<file path="src/rtl/alu_issue_unit_if.sv">
// alu_issue_unit_if: instruction handshake, ALU drive/result and debug read bundle
interface alu_issue_unit_if;
  logic        instr_valid;
  logic        instr_ready;
  logic [31:0] instruction;
  logic        enable;
  logic [2:0]  funct3;
  logic [6:0]  funct7;
  logic [31:0] register_data_1;
  logic [31:0] register_data_2;
  logic [31:0] register_data_out;
  logic        retire;
  logic        illegal;
  logic [4:0]  dbg_addr;
  logic [31:0] dbg_data;
  modport slave (
    input  instr_valid, instruction, register_data_out, dbg_addr,
    output instr_ready, enable, funct3, funct7, register_data_1, register_data_2,
           retire, illegal, dbg_data
  );
  modport master (
    output instr_valid, instruction, register_data_out, dbg_addr,
    input  instr_ready, enable, funct3, funct7, register_data_1, register_data_2,
           retire, illegal, dbg_data
  );
endinterface

</file>
<file path="src/rtl/alu_issue_unit.sv">
// alu_issue_unit: single-issue OP/OP-IMM decode, register read, ALU drive and writeback
module alu_issue_unit #(
  parameter int ALU_LATENCY = 1
) (
  input logic            clock,
  input logic            reset,
  alu_issue_unit_if.slave bus
);
  typedef enum logic [2:0] {IDLE, ISSUE, WAIT, WB, ILL} state_t;
  state_t      state_q, state_d;
  logic [3:0]  cnt_q, cnt_d;
  logic [4:0]  rd_q, rd_d;
  logic [2:0]  f3_q, f3_d;
  logic [6:0]  f7_q, f7_d;
  logic [31:0] op1_q, op1_d, op2_q, op2_d, res_q, res_d;
  logic [31:0] rf_q [32];
  logic [31:0] rf_d [32];
  logic [31:0] ins;
  logic [6:0]  opc;
  logic        is_op, is_imm, shift_imm;
  assign ins       = bus.instruction;
  assign opc       = ins[6:0];
  assign is_op     = opc == 7'b0110011;
  assign is_imm    = opc == 7'b0010011;
  assign shift_imm = ins[14:12] == 3'b001 || ins[14:12] == 3'b101;
  always_comb begin
    state_d = state_q;
    cnt_d   = cnt_q;
    rd_d    = rd_q;
    f3_d    = f3_q;
    f7_d    = f7_q;
    op1_d   = op1_q;
    op2_d   = op2_q;
    res_d   = res_q;
    rf_d    = rf_q;
    case (state_q)
      IDLE: begin
        if (bus.instr_valid) state_d = (is_op || is_imm) ? ISSUE : ILL;
        if (bus.instr_valid && (is_op || is_imm)) begin
          f3_d  = ins[14:12];
          rd_d  = ins[11:7];
          op1_d = rf_q[ins[19:15]];
          op2_d = is_op ? rf_q[ins[24:20]] : {{20{ins[31]}}, ins[31:20]};
          f7_d  = (is_op || shift_imm) ? ins[31:25] : 7'h00;
        end
      end
      ISSUE: begin
        state_d = WAIT;
        cnt_d   = 4'(ALU_LATENCY - 1);
      end
      WAIT: begin
        state_d = cnt_q == 4'd0 ? WB : WAIT;
        cnt_d   = cnt_q == 4'd0 ? cnt_q : cnt_q - 4'd1;
        res_d   = cnt_q == 4'd0 ? bus.register_data_out : res_q;
      end
      WB: begin
        state_d = IDLE;
        if (rd_q != 5'd0) rf_d[rd_q] = res_q;
      end
      default: state_d = IDLE;
    endcase
  end
  always_ff @(posedge clock or posedge reset) begin
    if (reset) begin
      state_q <= IDLE;
      cnt_q   <= '0;
      rd_q    <= '0;
      f3_q    <= '0;
      f7_q    <= '0;
      op1_q   <= '0;
      op2_q   <= '0;
      res_q   <= '0;
      rf_q    <= '{default: 32'h0};
    end else begin
      state_q <= state_d;
      cnt_q   <= cnt_d;
      rd_q    <= rd_d;
      f3_q    <= f3_d;
      f7_q    <= f7_d;
      op1_q   <= op1_d;
      op2_q   <= op2_d;
      res_q   <= res_d;
      rf_q    <= rf_d;
    end
  end
  assign bus.instr_ready     = state_q == IDLE && !reset;
  assign bus.enable          = state_q == ISSUE;
  assign bus.retire          = state_q == WB;
  assign bus.illegal         = state_q == ILL;
  assign bus.funct3          = f3_q;
  assign bus.funct7          = f7_q;
  assign bus.register_data_1 = op1_q;
  assign bus.register_data_2 = op2_q;
  assign bus.dbg_data        = bus.dbg_addr == 5'd0 ? 32'h0 : rf_q[bus.dbg_addr];
endmodule
</file>
<file path="src/flat_wrapper.sv">
// flat-port wrapper written by rule: the top's interface ports become plain ports
module alu_issue_unit_flat 
#(
  parameter int ALU_LATENCY = 1
)
  (clock, reset, bus_instr_valid, bus_instruction, bus_register_data_out, bus_dbg_addr, bus_instr_ready, bus_enable, bus_funct3, bus_funct7, bus_register_data_1, bus_register_data_2, bus_retire, bus_illegal, bus_dbg_data);
  alu_issue_unit_if bus_i ();
  input logic clock;
  input logic reset;
  input wire logic [$bits(bus_i.instr_valid)-1:0] bus_instr_valid;
  input wire logic [$bits(bus_i.instruction)-1:0] bus_instruction;
  input wire logic [$bits(bus_i.register_data_out)-1:0] bus_register_data_out;
  input wire logic [$bits(bus_i.dbg_addr)-1:0] bus_dbg_addr;
  output wire logic [$bits(bus_i.instr_ready)-1:0] bus_instr_ready;
  output wire logic [$bits(bus_i.enable)-1:0] bus_enable;
  output wire logic [$bits(bus_i.funct3)-1:0] bus_funct3;
  output wire logic [$bits(bus_i.funct7)-1:0] bus_funct7;
  output wire logic [$bits(bus_i.register_data_1)-1:0] bus_register_data_1;
  output wire logic [$bits(bus_i.register_data_2)-1:0] bus_register_data_2;
  output wire logic [$bits(bus_i.retire)-1:0] bus_retire;
  output wire logic [$bits(bus_i.illegal)-1:0] bus_illegal;
  output wire logic [$bits(bus_i.dbg_data)-1:0] bus_dbg_data;
  assign bus_i.instr_valid = bus_instr_valid;
  assign bus_i.instruction = bus_instruction;
  assign bus_i.register_data_out = bus_register_data_out;
  assign bus_i.dbg_addr = bus_dbg_addr;
  assign bus_instr_ready = bus_i.instr_ready;
  assign bus_enable = bus_i.enable;
  assign bus_funct3 = bus_i.funct3;
  assign bus_funct7 = bus_i.funct7;
  assign bus_register_data_1 = bus_i.register_data_1;
  assign bus_register_data_2 = bus_i.register_data_2;
  assign bus_retire = bus_i.retire;
  assign bus_illegal = bus_i.illegal;
  assign bus_dbg_data = bus_i.dbg_data;
  alu_issue_unit #(.ALU_LATENCY(ALU_LATENCY)) u_core (.clock(clock), .reset(reset), .bus(bus_i));
endmodule
</file>
<file path="config.mk">
export PLATFORM = sky130hd
export DESIGN_NAME = alu_issue_unit_flat
export DESIGN_NICKNAME = d
export VERILOG_FILES = /design/src/rtl/alu_issue_unit_if.sv /design/src/rtl/alu_issue_unit.sv /design/src/flat_wrapper.sv
export SDC_FILE = /design/constraint.sdc
export NUM_CORES = 2
export LEC_CHECK = 0
export BUFFER_PORTS_ARGS = -buffer_cell sky130_fd_sc_hd__buf_2
export CORE_ASPECT_RATIO = 0.75
export CORE_UTILIZATION = 55
export CTS_CLUSTER_SIZE = 10
export DETAILED_ROUTE_END_ITERATION = 10
export PLACE_DENSITY = 0.72
export SYNTH_ARGS = -nofsm -noshare
export SYNTH_HDL_FRONTEND = slang
export SYNTH_SLANG_ARGS = --single-unit
</file>
<file path="constraint.sdc">
create_clock -name clock -period 125.7 [get_ports clock]
set_clock_uncertainty 0.1 [all_clocks]
set_input_delay 25.14 -clock clock [delete_from_list [all_inputs] [get_ports clock]]
set_output_delay 25.14 -clock clock [all_outputs]
set_load 0.02 [all_outputs]
</file>
======== Word-level counts from Yosys, hierarchy flattened ========
Cells that the tools add are included.
word-level totals
  logic and storage cells ................. 97
  register bits after elaboration ......... 1142
  bits of input ports ..................... 72
operators by class
  $add $sub $neg .......................... 1
  equality and inequality tests ........... 10
  bitwise operators ....................... 4
  order comparisons ....................... 5
  reductions and logical operators ........ 16
  muxes and demuxes ....................... 21
operator list
  operator               number
  $bwmux W1024           1
  $bmux W32 S5           3
  $mux W32               9
  $demux W32 S5          1
  $ge A6 B6 Y1 const B   4
  $not A5 Y6             4
  $pmux W3 S3            1
  $pmux W4 S2            1
  $reduce_and A2 Y1      4
  $eq A7 B5 Y1 const B   1
  $eq A7 B6 Y1 const B   1
  $mux W7                1
  $eq A3 B1 Y1 const B   2
  $eq A3 B2 Y1 const B   2
  $eq A3 B3 Y1 const B   2
  $lt A6 B1 Y1 const B   1
  $mux W3                2
  $logic_not A5 Y1       1
  $reduce_bool A5 Y1     1
  $logic_not A4 Y1       1
  $mux W4                1
  $ne A2 B2 Y1 const B   2
  $sub A4 B1 Y4 const B  1
  $logic_and A1 B1 Y1    3
  5 further kinds        7

======== Logic depth before layout (Yosys ltp) ========
  depth in word-level cells ............... 6
  mapped depth ............................ 10
  mapped depth without buffers ............ 7

======== Least setup slack after synthesis ========
OpenSTA, ideal clock, no wires.
  path kind ............................... in2out
  from .................................... input bus_dbg_addr[1]
  to ...................................... output bus_dbg_data[1]
  setup slack ............................. 73547 ps
  path buffers ............................ 3
  data arrival time ....................... 26913 ps
  required time ........................... 100460 ps
  stages on the path ...................... 7
  path through ............................ clkbuf_1 -> clkbuf_1 -> buf_1 -> mux4_2 -> mux4_2 -> nand2_1 -> o21ai_1
on the way
  word-level cells in the longest chain between the ends .. 5
ends and longest elaborated chain
  item                                         RTL line              source
  from (decl)                                  flat_wrapper.sv:13    input wire logic [$bits(bus_i.dbg_addr)-1:0] bus_dbg_addr;
  $not A5 Y6 (implied by the code)             alu_issue_unit.sv:94  assign bus.dbg_data = bus.dbg_addr == 5'd0 ? 32'h0 : rf_q[bus.dbg_addr];
  $bmux W32 S5                                 alu_issue_unit.sv:94
  $mux W32 (implied by the code) (2 in a row)  alu_issue_unit.sv:94
  $mux W32 *                                   alu_issue_unit.sv:94
  to (decl)                                    flat_wrapper.sv:22    output wire logic [$bits(bus_i.dbg_data)-1:0] bus_dbg_data;
Every way passes the cells marked *; elsewhere a longest branch is shown, timed or not. The select of a mux whose other input is x is not followed.

======== Final worst setup path ========
  from .................................... input bus_dbg_addr[0]
  to ...................................... output bus_dbg_data[16]
The elaborated chain is that of the path after synthesis.

==> Flow_metrics.wiki <==
{| class="wikitable"
! Metric !! Value
|-
| Detailed-route via count || 43,304
|-
| Worst reg2reg endpoint || u_core.bus.register_data_2[10]
|-
| DRC violations left || 0
|-
| Critical path fanouts, max || 112
|-
| Pre-Repair DR Iteration Count || 8
|-
| Via count of the first global-routing pass || 43,384
|-
| Overall track demand over capacity in global routing || 0.344
|-
| Most common cell in the synthesized netlist || dfrtp_1
|-
| Largest net degree at the start of global routing || 159
|-
| CTS sink cnt || 1,142
|-
| P per Cell Area || 12.3 mW/mm²
|-
| Post-synthesis sequential area ratio || 0.431
|-
| Critical path's largest stage delay || 0.86 ns
|-
| Max frequency || 0.0182 GHz
|-
| DR iter-0 viols || 5,512
|-
| Worst Path Arrival || 29.70 ns
|-
| Leakage || 32.2 nW
|-
| Routability Congestion || 0.851
|-
| Leading cell types by total area after synthesis || dfrtp_1 (43%), mux4_2 (28%), mux2_2 (18%)
|-
| Clock insertion delay at the later pin of the skew report || 0.77 ns
|-
| Number of instances resized during post-cts repair || 0
|-
| Buffer levels on the longest clock path || 3
|-
| Total of buffers placed on input and output ports || 181
|-
| Share of Yosys cell area claimed by the top area cell type || 0.431
|-
| Clock H-tree levels || 4
|-
| Antenna Nets Post-Route || 0
|-
| Wire length of the first global-routing pass || 305,000 µm
|-
| Destination of the critical timing path || bus_dbg_data[16]
|-
| Proportion of register bits with asynchronous set or reset after synthesis || 1.00
|-
| Area added between synthesis and finish || 7.52%
|-
| Worst Setup SP || bus_dbg_addr[0]
|-
| Mean instance size in the synthesized netlist || 15.4 µm²
|-
| Tcrit/Tclk final || 0.437
|-
| Synthesized area || 0.0663 mm²
|-
| Worst reg2reg startpoint || u_core.state_q[1]
|-
| Cell with the biggest individual delay on the critical path || buf_4
|-
| R2R setup slack || 121.63 ns
|-
| Height of the chip || 303 µm
|-
| Drt total wl || 205,000 µm
|-
| Start-to-end type of the worst setup path || in -> out
|-
| Core Footprint || 0.119 mm²
|-
| Cells traversed along the worst timing path || buf_8, buf_4, buf_12, buf_4, mux4_2, mux4_2, nand2_1, o21ai_1, buf_2
|-
| Post-route minimum period || 54.94 ns
|-
| Max Transition Viols Final || 0
|-
| Sum of negative setup slack || 0 ns
|-
| Final setup violation count || 0
|-
| Share of cells above drive strength 1 || 0.554
|-
| Worst-case reg-to-reg path depth || 6
|-
| Number of hold buffers added after cts || 0
|-
| Count of flip-flops with a built-in enable after synthesis || 0
|-
| Run status || finished clean
|-
| Cell taking the most area after synthesis || dfrtp_1
|-
| Unrepaired setup endpoints after global routing || false
|-
| Overflow left after global routing || 0
|-
| Antenna violations before repair || 2
|-
| Critical path startpoint category || input port
|-
| Maxcap violations || 0
|-
| Number of synthesized register bits || 1,142
|-
| Clock tree from TritonCTS || built
|-
| Via/cell ratio || 7.50
|-
| Flip-flop cell with the highest count after synthesis || dfrtp_1
|-
| Detailed placer's ending HPWL || 110,000 µm
|-
| Clock root buffer || clkbuf_16
|-
| Synthesis Warnings || 0
|-
| Most numerous cell types in the synthesized netlist || dfrtp_1 (1,142), mux2_2 (1,049), mux4_2 (833), clkbuf_1 (227), nand2_1 (171)
|-
| Maximum VDD drop || 14.7 µV
|-
| Number of distinct library cell variants in the gate-level netlist after synthesis || 61
|-
| Post-CTS Setup Inserts || 0
|-
| Die width || 403 µm
|-
| Starting Density || 0.559
|-
| Class of the worst hold path || reg -> reg
|-
| Worst Hold Margin || 0.314 ns
|-
| Routed wire length per instance || 35.5 µm
|-
| Count of boundary I/O pins || 182
|-
| Final hold violations || 0
|-
| Worst hold path depth || 0
|-
| Number of nets produced by synthesis || 4,379
|-
| Final Net Count || 4,260
|-
| Number of buffers created by CTS || 133
|-
| Element type at the critical path end || primary output
|-
| # rows || 109
|-
| Required time of the critical path || 100.46 ns
|-
| Die outline area || 0.122 mm²
|-
| Transition time at the pin with the least slew margin || 1.23 ns
|-
| Number of instances in the synthesized netlist || 4,306
|-
| Clock-pin transition on the worst setup and hold timing paths || 0.05 ns
|-
| Worst slew margin relative to its limit || 0.176
|}
==> final cells by class <==
| class | count | area (µm²) |
|---|---|---|
| Multi-Input combinational cell | 2616 | 35400 |
| Tap cell | 1554 | 1940 |
| Timing Repair Buffer | 251 | 1580 |
| Clock inverter | 10 | 110 |
| Antenna cell | 2 | 5.00 |
| Inverter | 43 | 169 |
| Sequential cell | 1142 | 28600 |
| Fill cell | 8864 | 47400 |
| Clock buffer | 154 | 3530 |
==> worst min-delay path by stage <==
stage                                 start                 to  slack [ns]
after CTS                  u_core.rf_q[994]   u_core.rf_q[994]        0.32
after floorplan           u_core.rf_q[1000]  u_core.rf_q[1000]        0.36
after global routing      u_core.rf_q[1006]  u_core.rf_q[1006]        0.33
after global placement    u_core.rf_q[1007]  u_core.rf_q[1007]        0.30
after detailed placement   u_core.rf_q[994]   u_core.rf_q[994]        0.30
final                      u_core.rf_q[994]   u_core.rf_q[994]        0.31
==> per-layer routing <==
metal / GRT usage / share of wire / wire length (µm) / vias to the layer above
met5: 0 / 0.00016 / 33 / -
met4: 0.148 / 0.044 / 8950 / 4
met3: 0.104 / 0.11 / 22000 / 545
met2: 0.510 / 0.46 / 93400 / 2635
met1: 0.475 / 0.39 / 80300 / 23318
li1: - / - / - / 16802
==> where the power goes <==
group | internal (W) | switching [W] | leakage [nW]
clock network | 0.000196 | 0.000151 | 1.78
registers | 0.000380 | 0.0000572 | 15.8
logic | 0.0000372 | 0.0000522 | 14.6
total | 0.000614 | 0.000260 | 32.2
==> flip-flops by register name, summed over array words and instances (netlist names) <==
signal,flops
u_core.bus.funct7,7
u_core.bus.funct3,3
u_core.rd_q,5
u_core.cnt_q,4
u_core.res_q,32
u_core.state_q,3
u_core.rf_q,1024
u_core.bus.register_data_2,32
u_core.bus.register_data_1,32
==> worst max-delay path: cells and delay by family <==
family,cells,cell delay [ns]
simple gates,1,0.08
mux,2,1.09
buf+inv,5,3.13
compound gates,1,0.20
==> cells in the final DEF (no fill, tap or decap), drive strengths merged, types with 14 or more instances in the layout <==
master | synthesis | layout
buf | 278 | 249
or4 | 33 | 33
nand2 | 171 | 171
mux2i | 65 | 65
o22ai | 130 | 130
mux4 | 833 | 833
clkbuf | 227 | 156
nor3 | 16 | 16
o211ai | 33 | 33
a211oi | 14 | 14
mux2 | 1061 | 1061
dfrtp | 1142 | 1142
a31oi | 20 | 20
o21ai | 76 | 76
inv | 42 | 49
nor2 | 48 | 48
==> logic make-up after synthesis <==
logic type / synth area share
compound gates: 0.0297
xor+xnor: 0.000396
fa+ha+maj: 0.000189
buf+inv: 0.0400
flops: 0.431
mux: 0.473
simple gates: 0.0258
==> through the flow <==
step,area (µm²),utilization,cells,total power (W),setup slack [ns]
floorplan,66300,-,4306,0.000492,68.30
global placement,67600,0.570,5606,0.000531,70.53
detailed placement,67600,0.570,5606,0.000533,70.50
CTS,71300,0.601,5770,0.000879,70.50
global route,71300,0.601,5770,0.000905,70.29
finish,71300,0.601,5772,0.000874,70.76
No activity file was read; power rests on OpenSTA's default activity.
